===== src/rtl/gsensor_spi_responder.sv =====
`default_nettype none
// ============================================================================
// Module   : gsensor_spi_responder
// Brief    : SPI mode-3 slave emulating an accelerometer register map
//            (64 x 8 registers, DEVID at 0x00) with a local write port.
// Revision : 1.0 - initial release
// ============================================================================
module gsensor_spi_responder #(
    parameter logic [7:0] DEVID   = 8'hE5,
    parameter logic [7:0] RST_VAL = 8'h00
) (
    input  logic       clk_clk,
    input  logic       reset_reset,
    input  logic       gsensor_SCLK,
    input  logic       gsensor_SS_n,
    input  logic       gsensor_MOSI,
    output logic       gsensor_MISO,
    input  logic       reg_wr_en,
    input  logic [5:0] reg_wr_addr,
    input  logic [7:0] reg_wr_data,
    output logic       spi_wr_valid,
    output logic [5:0] spi_wr_addr,
    output logic [7:0] spi_wr_data
);

    typedef enum logic [1:0] {
        IDLE = 2'd0,
        CMD  = 2'd1,
        DATA = 2'd2
    } state_t;

    localparam logic [2:0] c_last_bit = 3'd7;

    state_t     r_state;
    logic       r_sclk_s1, r_sclk_s2, r_sclk_d;
    logic       r_ss_s1, r_ss_s2, r_ss_d;
    logic       r_mosi_s1, r_mosi_s2;
    logic [2:0] r_bit_cnt;
    logic [6:0] r_rx_shift;
    logic [6:0] r_tx_shift;
    logic [5:0] r_addr;
    logic       r_rw;
    logic       r_mb;
    logic [7:0] r_regs [0:63];

    logic       w_sclk_rise;
    logic       w_sclk_fall;
    logic       w_ss_fall;
    logic [7:0] w_rx_byte;
    logic       w_spi_we;
    logic [7:0] w_rd_data;

    always_ff @(posedge clk_clk or posedge reset_reset) begin
        if (reset_reset) begin
            r_sclk_s1 <= 1'b1;
            r_sclk_s2 <= 1'b1;
            r_sclk_d  <= 1'b1;
            r_ss_s1   <= 1'b1;
            r_ss_s2   <= 1'b1;
            r_ss_d    <= 1'b1;
            r_mosi_s1 <= 1'b0;
            r_mosi_s2 <= 1'b0;
        end else begin
            r_sclk_s1 <= gsensor_SCLK;
            r_sclk_s2 <= r_sclk_s1;
            r_sclk_d  <= r_sclk_s2;
            r_ss_s1   <= gsensor_SS_n;
            r_ss_s2   <= r_ss_s1;
            r_ss_d    <= r_ss_s2;
            r_mosi_s1 <= gsensor_MOSI;
            r_mosi_s2 <= r_mosi_s1;
        end
    end

    assign w_sclk_rise = r_sclk_s2 & ~r_sclk_d;
    assign w_sclk_fall = ~r_sclk_s2 & r_sclk_d;
    assign w_ss_fall   = ~r_ss_s2 & r_ss_d;
    assign w_rx_byte   = {r_rx_shift, r_mosi_s2};
    assign w_spi_we    = (r_state == DATA) && !r_ss_s2 && !r_rw &&
                         w_sclk_rise && (r_bit_cnt == c_last_bit);
    assign w_rd_data   = (r_addr == 6'd0) ? DEVID : r_regs[r_addr];

    // Entry 0 is never written and never read; DEVID is muxed in instead.
    // The SPI write is applied last so it wins an address collision.
    always_ff @(posedge clk_clk or posedge reset_reset) begin
        if (reset_reset) begin
            for (int i = 0; i < 64; i++) begin
                r_regs[i] <= RST_VAL;
            end
        end else begin
            if (reg_wr_en && (reg_wr_addr != 6'd0)) begin
                r_regs[reg_wr_addr] <= reg_wr_data;
            end
            if (w_spi_we && (r_addr != 6'd0)) begin
                r_regs[r_addr] <= w_rx_byte;
            end
        end
    end

    always_ff @(posedge clk_clk or posedge reset_reset) begin
        if (reset_reset) begin
            r_state      <= IDLE;
            r_bit_cnt    <= 3'd0;
            r_rx_shift   <= 7'd0;
            r_tx_shift   <= 7'd0;
            r_addr       <= 6'd0;
            r_rw         <= 1'b0;
            r_mb         <= 1'b0;
            gsensor_MISO <= 1'b1;
            spi_wr_valid <= 1'b0;
            spi_wr_addr  <= 6'd0;
            spi_wr_data  <= 8'd0;
        end else begin
            spi_wr_valid <= w_spi_we;
            if (w_spi_we) begin
                spi_wr_addr <= r_addr;
                spi_wr_data <= w_rx_byte;
            end

            if (r_ss_s2) begin
                r_state      <= IDLE;
                r_bit_cnt    <= 3'd0;
                gsensor_MISO <= 1'b1;
            end else begin
                case (r_state)
                    IDLE: begin
                        if (w_ss_fall) begin
                            r_state   <= CMD;
                            r_bit_cnt <= 3'd0;
                        end
                    end
                    CMD: begin
                        gsensor_MISO <= 1'b1;
                        if (w_sclk_rise) begin
                            r_rx_shift <= w_rx_byte[6:0];
                            r_bit_cnt  <= r_bit_cnt + 3'd1;
                            if (r_bit_cnt == c_last_bit) begin
                                r_rw    <= w_rx_byte[7];
                                r_mb    <= w_rx_byte[6];
                                r_addr  <= w_rx_byte[5:0];
                                r_state <= DATA;
                            end
                        end
                    end
                    DATA: begin
                        if (w_sclk_rise) begin
                            r_rx_shift <= w_rx_byte[6:0];
                            r_bit_cnt  <= r_bit_cnt + 3'd1;
                            if ((r_bit_cnt == c_last_bit) && r_mb) begin
                                r_addr <= r_addr + 6'd1;
                            end
                        end
                        // Read data is snapshotted at the first fall of each byte.
                        if (w_sclk_fall) begin
                            if (!r_rw) begin
                                gsensor_MISO <= 1'b1;
                            end else if (r_bit_cnt == 3'd0) begin
                                r_tx_shift   <= w_rd_data[6:0];
                                gsensor_MISO <= w_rd_data[7];
                            end else begin
                                r_tx_shift   <= {r_tx_shift[5:0], 1'b0};
                                gsensor_MISO <= r_tx_shift[6];
                            end
                        end
                    end
                    default: begin
                        r_state <= IDLE;
                    end
                endcase
            end
        end
    end

endmodule
`default_nettype wire


===== config.mk =====
export PLATFORM = sky130hd
export DESIGN_NAME = gsensor_spi_responder
export DESIGN_NICKNAME = d
export VERILOG_FILES = /design/src/rtl/gsensor_spi_responder.sv
export SDC_FILE = /design/constraint.sdc
export NUM_CORES = 2
export LEC_CHECK = 0
export CAP_MARGIN = 20
export CORE_MARGIN = 2
export CORE_UTILIZATION = 58
export DETAILED_ROUTE_END_ITERATION = 8
export PLACE_DENSITY = 0.85
export SLEW_MARGIN = 5
export SYNTH_ARGS = -nofsm -noshare
export SYNTH_HDL_FRONTEND = slang
export SYNTH_SLANG_ARGS = --single-unit

===== constraint.sdc =====
create_clock -name clk_clk -period 19.7 [get_ports clk_clk]
set_clock_uncertainty 0.05 [all_clocks]
set_input_delay 3.94 -clock clk_clk [delete_from_list [all_inputs] [get_ports clk_clk]]
set_output_delay 3.94 -clock clk_clk [all_outputs]
set_load 0.05 [all_outputs]

# After elaboration in Yosys (flattened, before gate mapping)
# Cells that the tools add are included.
[totals]
ff_bits = 563
out_inout_bits = 16
[classes]
addsub = 2
magnitude_cmp = 4
n_eq_ne = 13
n_mux = 32
bitwise = 8
reduce_logical = 27
[ops]
columns = ["op", "n"]
rows = [
  ["$bwmux W512", 2],
  ["$mux W512", 2],
  ["$demux W8 S6", 2],
  ["$bmux W8 S6", 1],
  ["$mux W8", 5],
  ["$mux W6", 4],
  ["$ge A7 B7 Y1 const B", 2],
  ["$lt A7 B1 Y1 const B", 2],
  ["$not A6 Y7", 2],
  ["$ne A3 B3 Y1 const B", 4],
  ["$pmux W6 S2", 1],
  ["$reduce_and A4 Y1", 3],
  ["$reduce_bool A6 Y1", 2],
  ["$logic_and A1 B1 Y1", 9],
  ["$mux W3", 3],
  ["$mux W2", 4],
  ["$ne A2 B2 Y1 const B", 4],
  ["$mux W7", 1],
  ["$add A6 B1 Y6 const B", 1],
  ["$logic_not A6 Y1", 1],
  ["$pmux W2 S3", 1],
  ["$pmux W3 S2", 1],
  ["$reduce_and A3 Y1", 2],
  ["$reduce_and A6 Y1", 1],
  ["17 further kinds", 26],
]

# Depth between registers and ports, before layout
[depth]
word_depth = 10
ltp_mapped = 11
mapped_depth_nobuf = 8

# Worst setup path before layout
# OpenSTA, ideal clock, no wires.
[synth_timing]
path_type = "input to register"
startpoint = "input port reg_wr_addr[5]"
endpoint = "register r_regs[256] (netlist bit)"
arrival_ns = 5.468
required_time_ns = 19.524
path_slack_ns = 14.056
path_stages = 7
cell_sequence = "buf_2 > nand2b_1 > or2_2 > clkbuf_1 > nor2_1 > mux2i_1 > a21oi_1"
[synth_between]
elab_chain_cells = 9
[synth_lines]
columns = ["element", "line_no", "source"]
rows = [
  ["start, declared", "19", "input logic [5:0] reg_wr_addr,"],
  ["$not A6 Y7 (implied by the code)", "92", "r_regs[reg_wr_addr] <= reg_wr_data;"],
  ["$ge A7 B7 Y1 (implied by the code) or $lt A7 B1 Y1 (tied branches)", "92", ""],
  ["$logic_and A1 B1 Y1 (implied by the code)", "92", ""],
  ["$mux W8 (implied by the code)", "92", ""],
  ["$demux W8 S6", "92", ""],
  ["$bwmux W512", "92", ""],
  ["$mux W512 (*)", "91", "if (reg_wr_en && (reg_wr_addr != 6'd0)) begin"],
  ["$bwmux W512", "95", "r_regs[r_addr] <= w_rx_byte;"],
  ["$mux W512 (*)", "94", "if (w_spi_we && (r_addr != 6'd0)) begin"],
  ["end signal, assigned by index", "92", ""],
  ["end signal, assigned by index", "95", ""],
  ["end, declared", "44", "logic [7:0] r_regs [0:63];"],
]
# Every way passes the cells marked *; elsewhere a longest branch is shown, timed or not.
# A chain may end at the register's enable or synchronous reset.

==> flow_results.org <==
** Global route
- The number of antenna violations at the first check in global routing was 6.
- GR Overflow Total :: 0
- For this run, the total global-route usage over all layers was measured as 39.4%.
- Entering global routing, the biggest net connects 76 pins.
- First-pass GRT wire length :: 160000 um
- Number of global-route vias before repair :: 26000

** Layout
- Registers take 14100 sq um.
- Number of filler cells placed in the layout :: 4077
- Measured on the finished design, the core utilization comes to 62.9%.
- The post-route netlist has 8.69% of its cells at a drive strength greater than 1.
- Non-filler instance count after layout :: 3787
- From synthesis to final layout, the design area changed by 7.69%.
- Total non-filler cell area in the finished layout :: 32900 sq um
- Area of combinational cells with multiple inputs :: 15300 sq um
- Final-stage net count :: 3082

** Clocking
- At the later pin of the worst-skew pair, clock insertion delay measures 0.64 ns.
- Once the clock tree was built, the resizer swapped 0 gates to a different size.
- In this run, CTS created clock tree buffers numbering 58.
- After clock tree synthesis, the setup repair step added 0 buffers.
- Buffers inserted to repair hold after CTS numbered 0.
- Clk buf depth :: 3
- TritonCTS built the clock tree.
- The tree built by TritonCTS fans out to 563 sinks.
- Number of H-tree levels :: 2
- Clock input transition at the sequential cells of the worst setup and hold paths :: 0.06 ns
- The tree is rooted in a clkbuf_16.

** Die
- The die is 234 um tall.
- Once the floorplan was initialized, standard cells occupied 58.4% of the core.
- Number of ports placed on the die boundary :: 36
- The die covers 54600 sq um.
- The floorplan step defined a core boundary enclosing 52300 sq um.
- Count of standard-cell rows :: 84
- From left edge to right edge, the die measures 234 um.

** Setup path
- The worst register-to-register path begins at r_addr[1].
- Tracing the worst setup path back leads to its startpoint at reset_reset.
- Critical Path End Type :: async pin
- STA puts the critical path data required time at 20.38 ns.
- Crit-path max FO :: 71
- Critical Path AT :: 8.13 ns
- Capturing point of the worst reg2reg path :: r_tx_shift[0]
- Startpoint type of the worst setup path :: input pin
- Setup slack on the worst reg-to-reg path comes out at 14.82 ns.
- Measured in cells, the most critical reg-to-reg path has a length of 8.
- By startpoint and endpoint, the worst setup path is classified as input pin to async pin.

** Timing
- Max_slew headroom :: 10.2%
- Setup repair after global routing left no endpoint under its margin.
- Final worst path period need :: 7.45 ns
- Total setup violations reported at the end of the flow :: 0
- Dividing the final minimum period by the clock period gives 37.8%.
- Across all hold checks on the routed design, the worst slack comes to 0.306 ns.
- The final count of pins violating max slew is 0.
- Total Negative Setup Slacks :: 0 ns
- Worst setup slack after layout :: 12.25 ns
- Fmax :: 0.134 GHz
- For the pin with the worst max-slew slack, the measured transition is 1.35 ns.
- Final count of hold timing violations :: 0

** Synth
- Of the total synthesized cell area, the portion taken by XOR and XNOR cells is 0%.
- After synthesis the cells add up to 30600 sq um.
- After Yosys synthesis, and, or, nand and nor cells account for 12.1% of the synthesized area.
- Synthesized area per cell :: 9.59 sq um
- Fraction of registers with async set/reset :: 100%
- The synthesized netlist devotes 15.4% of its cell area to compound gates.
- Multiplexer share of the synthesized area :: 21.9%
- The synthesized netlist contains 68 unique library cells.
- Net count after synthesis :: 3218
- Share of synthesized cell area in full adder, half adder and majority cells :: 0.368%
- Sequential share of the synthesized area :: 46.1%
- During synthesis, Yosys emitted a total of 0 warnings.
- Ys flop type :: dfrtp_1
- Synthesis produced 3189 cells.
- Yosys mapped a number of flops with a built-in enable equal to 0.
- #FFs+latches synth :: 563
- After synthesis, the largest family of logic cells by area is multiplexers.

** Power and ir drop
- Net switching is 28.2% of the power.
- Worst vdd rail ir drop :: 0.0866 mV
- Power after layout :: 2.89 mW
- Clock share of power :: 38.3%
- Gate power share :: 13.5%
- In this run, flip-flops and latches consume 48.2% of the power.
- Internal power consumption :: 2.08 mW
- For this design the ratio of total power to cell area is 87.9 nW/um^2.
- Psw :: 0.817 mW
- Leakage power summed over all cells :: 14.9 nW

** Place
- Sum of net half-perimeters after detailed placement :: 64900 um
- Count of input and output buffers :: 35
- Once placement finished, the instance area stood at 31000 sq um.
- Including well taps, the total number of placed cells is 3677.
- Routability-driven placement finished with a final weighted congestion of 1.04.
- Before CTS, the worst setup slack after placement is 11.47 ns.

** Drt
- Across all layers, the routed design uses 26900 vias.
- In the final routed layout, each cell accounts on average for 28.6 um.
- The first routing iteration left 4493 violations.
- For this run, design rule violations remaining after detail routing come to 0.
- The final layout contains routed wiring with a total length of 108000 um.
- Vias per cell :: 7.11
- First drt pass iteration count :: 9
- Final ANT Viol Nets :: 0

** Worst hold path
- Endpoint of the worst hold-timing path :: r_sclk_s2
- The worst hold path begins at r_sclk_s1.
- The worst hold path was traced through 0 stages.
- The tightest min-delay check is of the flop to flop type.

** Outcome
- The run finished with clean final reports.

** Run
- Across the run, the number of max-cap violations was 0.
==> routing by layer <==
metal / wire (um) / global-route usage, % / vias up
li1: - / - / 11000
met1: 37900 / 49.2 / 12900
met2: 45300 / 56.5 / 2334
met3: 16200 / 15.1 / 663
met4: 8770 / 27.0 / 6
met5: 33 / 0.0919 / -
==> cell usage after synthesis (all sizes together) (3+ instances only) <==
master   count  area [sq um]
dfstp        7           184
nor3        18          95.1
buf        101           505
nor4         8          77.6
a2111oi      3          26.3
inv         12          45.0
or3b         3          26.3
or2          6          37.5
and3b        8          70.1
dfrtp      556         13900
and2         7          43.8
ha           9           113
o2bb2ai      8          70.1
mux4        29           653
mux2        41           462
a31oi        8          50.1
mux2i      557          5580
nand2      192           723
a221oi      29           254
o31ai        4          30.0
nand2b      15          93.8
o32ai        7          61.3
nand3       20           100
o21ai       31           155
o221ai       9          78.8
a221o        6          60.1
nand3b       9          80.1
and3         5          31.3
a211oi       5          50.1
a22o        15           131
nor3b        7          57.6
o311ai       3          26.3
clkbuf     186           698
a21oi      546          2730
o211ai       3          22.5
o22ai       30           188
or3          6          37.5
nor2b        7          43.8
nor2       566          2140
a22oi       82           616
==> kinds of logic after synthesis <==
kind of cell / count (synthesis)
buf+inv: 301
fa+ha+maj: 9
compound gates: 806
simple gates: 883
flops: 563
mux: 627
==> cell type report <==
cell class / instances / area share, %
multi-input combinational: 2325 / 46.4
sequential: 563 / 42.9
clock buffer: 94 / 5.37
tap: 688 / 2.62
timing repair buffer: 91 / 2.25
clock inverter: 8 / 0.296
inverter: 14 / 0.171
antenna: 4 / 0.0304
==> worst max-delay path, cell delays in order <==
cell	delay, ns
clkdlybuf4s50_1	0.44
clkinvlp_4	0.48
buf_4	0.76
buf_4	0.86
buf_4	0.84
buf_4	0.63
==> sequential cells by signal (all words and copies together), names as in the netlist, 2 cells and up <==
signal       cells
r_addr           6
r_bit_cnt        3
r_regs         512
r_rx_shift       7
r_state          2
r_tx_shift       7
spi_wr_addr      6
spi_wr_data      8
==> power groups by stage <==
stage	Sequential, mW	Combinational [mW]	Clock (mW)
final	1.39	0.390	1.11
after global routing	1.40	0.413	1.16
after CTS	1.39	0.376	1.10
after detailed placement	1.41	0.375	0
after global placement	1.39	0.355	0
after floorplan	1.37	0.282	0
==> worst max path at each step <==
stage | end | cells after the start
finish | r_regs[35] | 6
global route | r_regs[35] | 6
CTS | r_regs[35] | 6
detailed placement | r_regs[35] | 6
global placement | r_regs[35] | 6
floorplan | r_addr[0] | 1
==> cells in the final DEF (no fill, tap or decap), drive strengths merged, types with 18 or more instances in the layout <==
cell type      count
mux4              29
nor3              18
nand2            192
clkbuf            94
nand3             20
dfrtp            556
o21ai             31
nor2             566
a221oi            29
clkdlybuf4s50     27
buf               63
o22ai             30
a22oi             82
a21oi            546
mux2i            557
mux2              41
No activity file was read; power rests on OpenSTA's default activity.
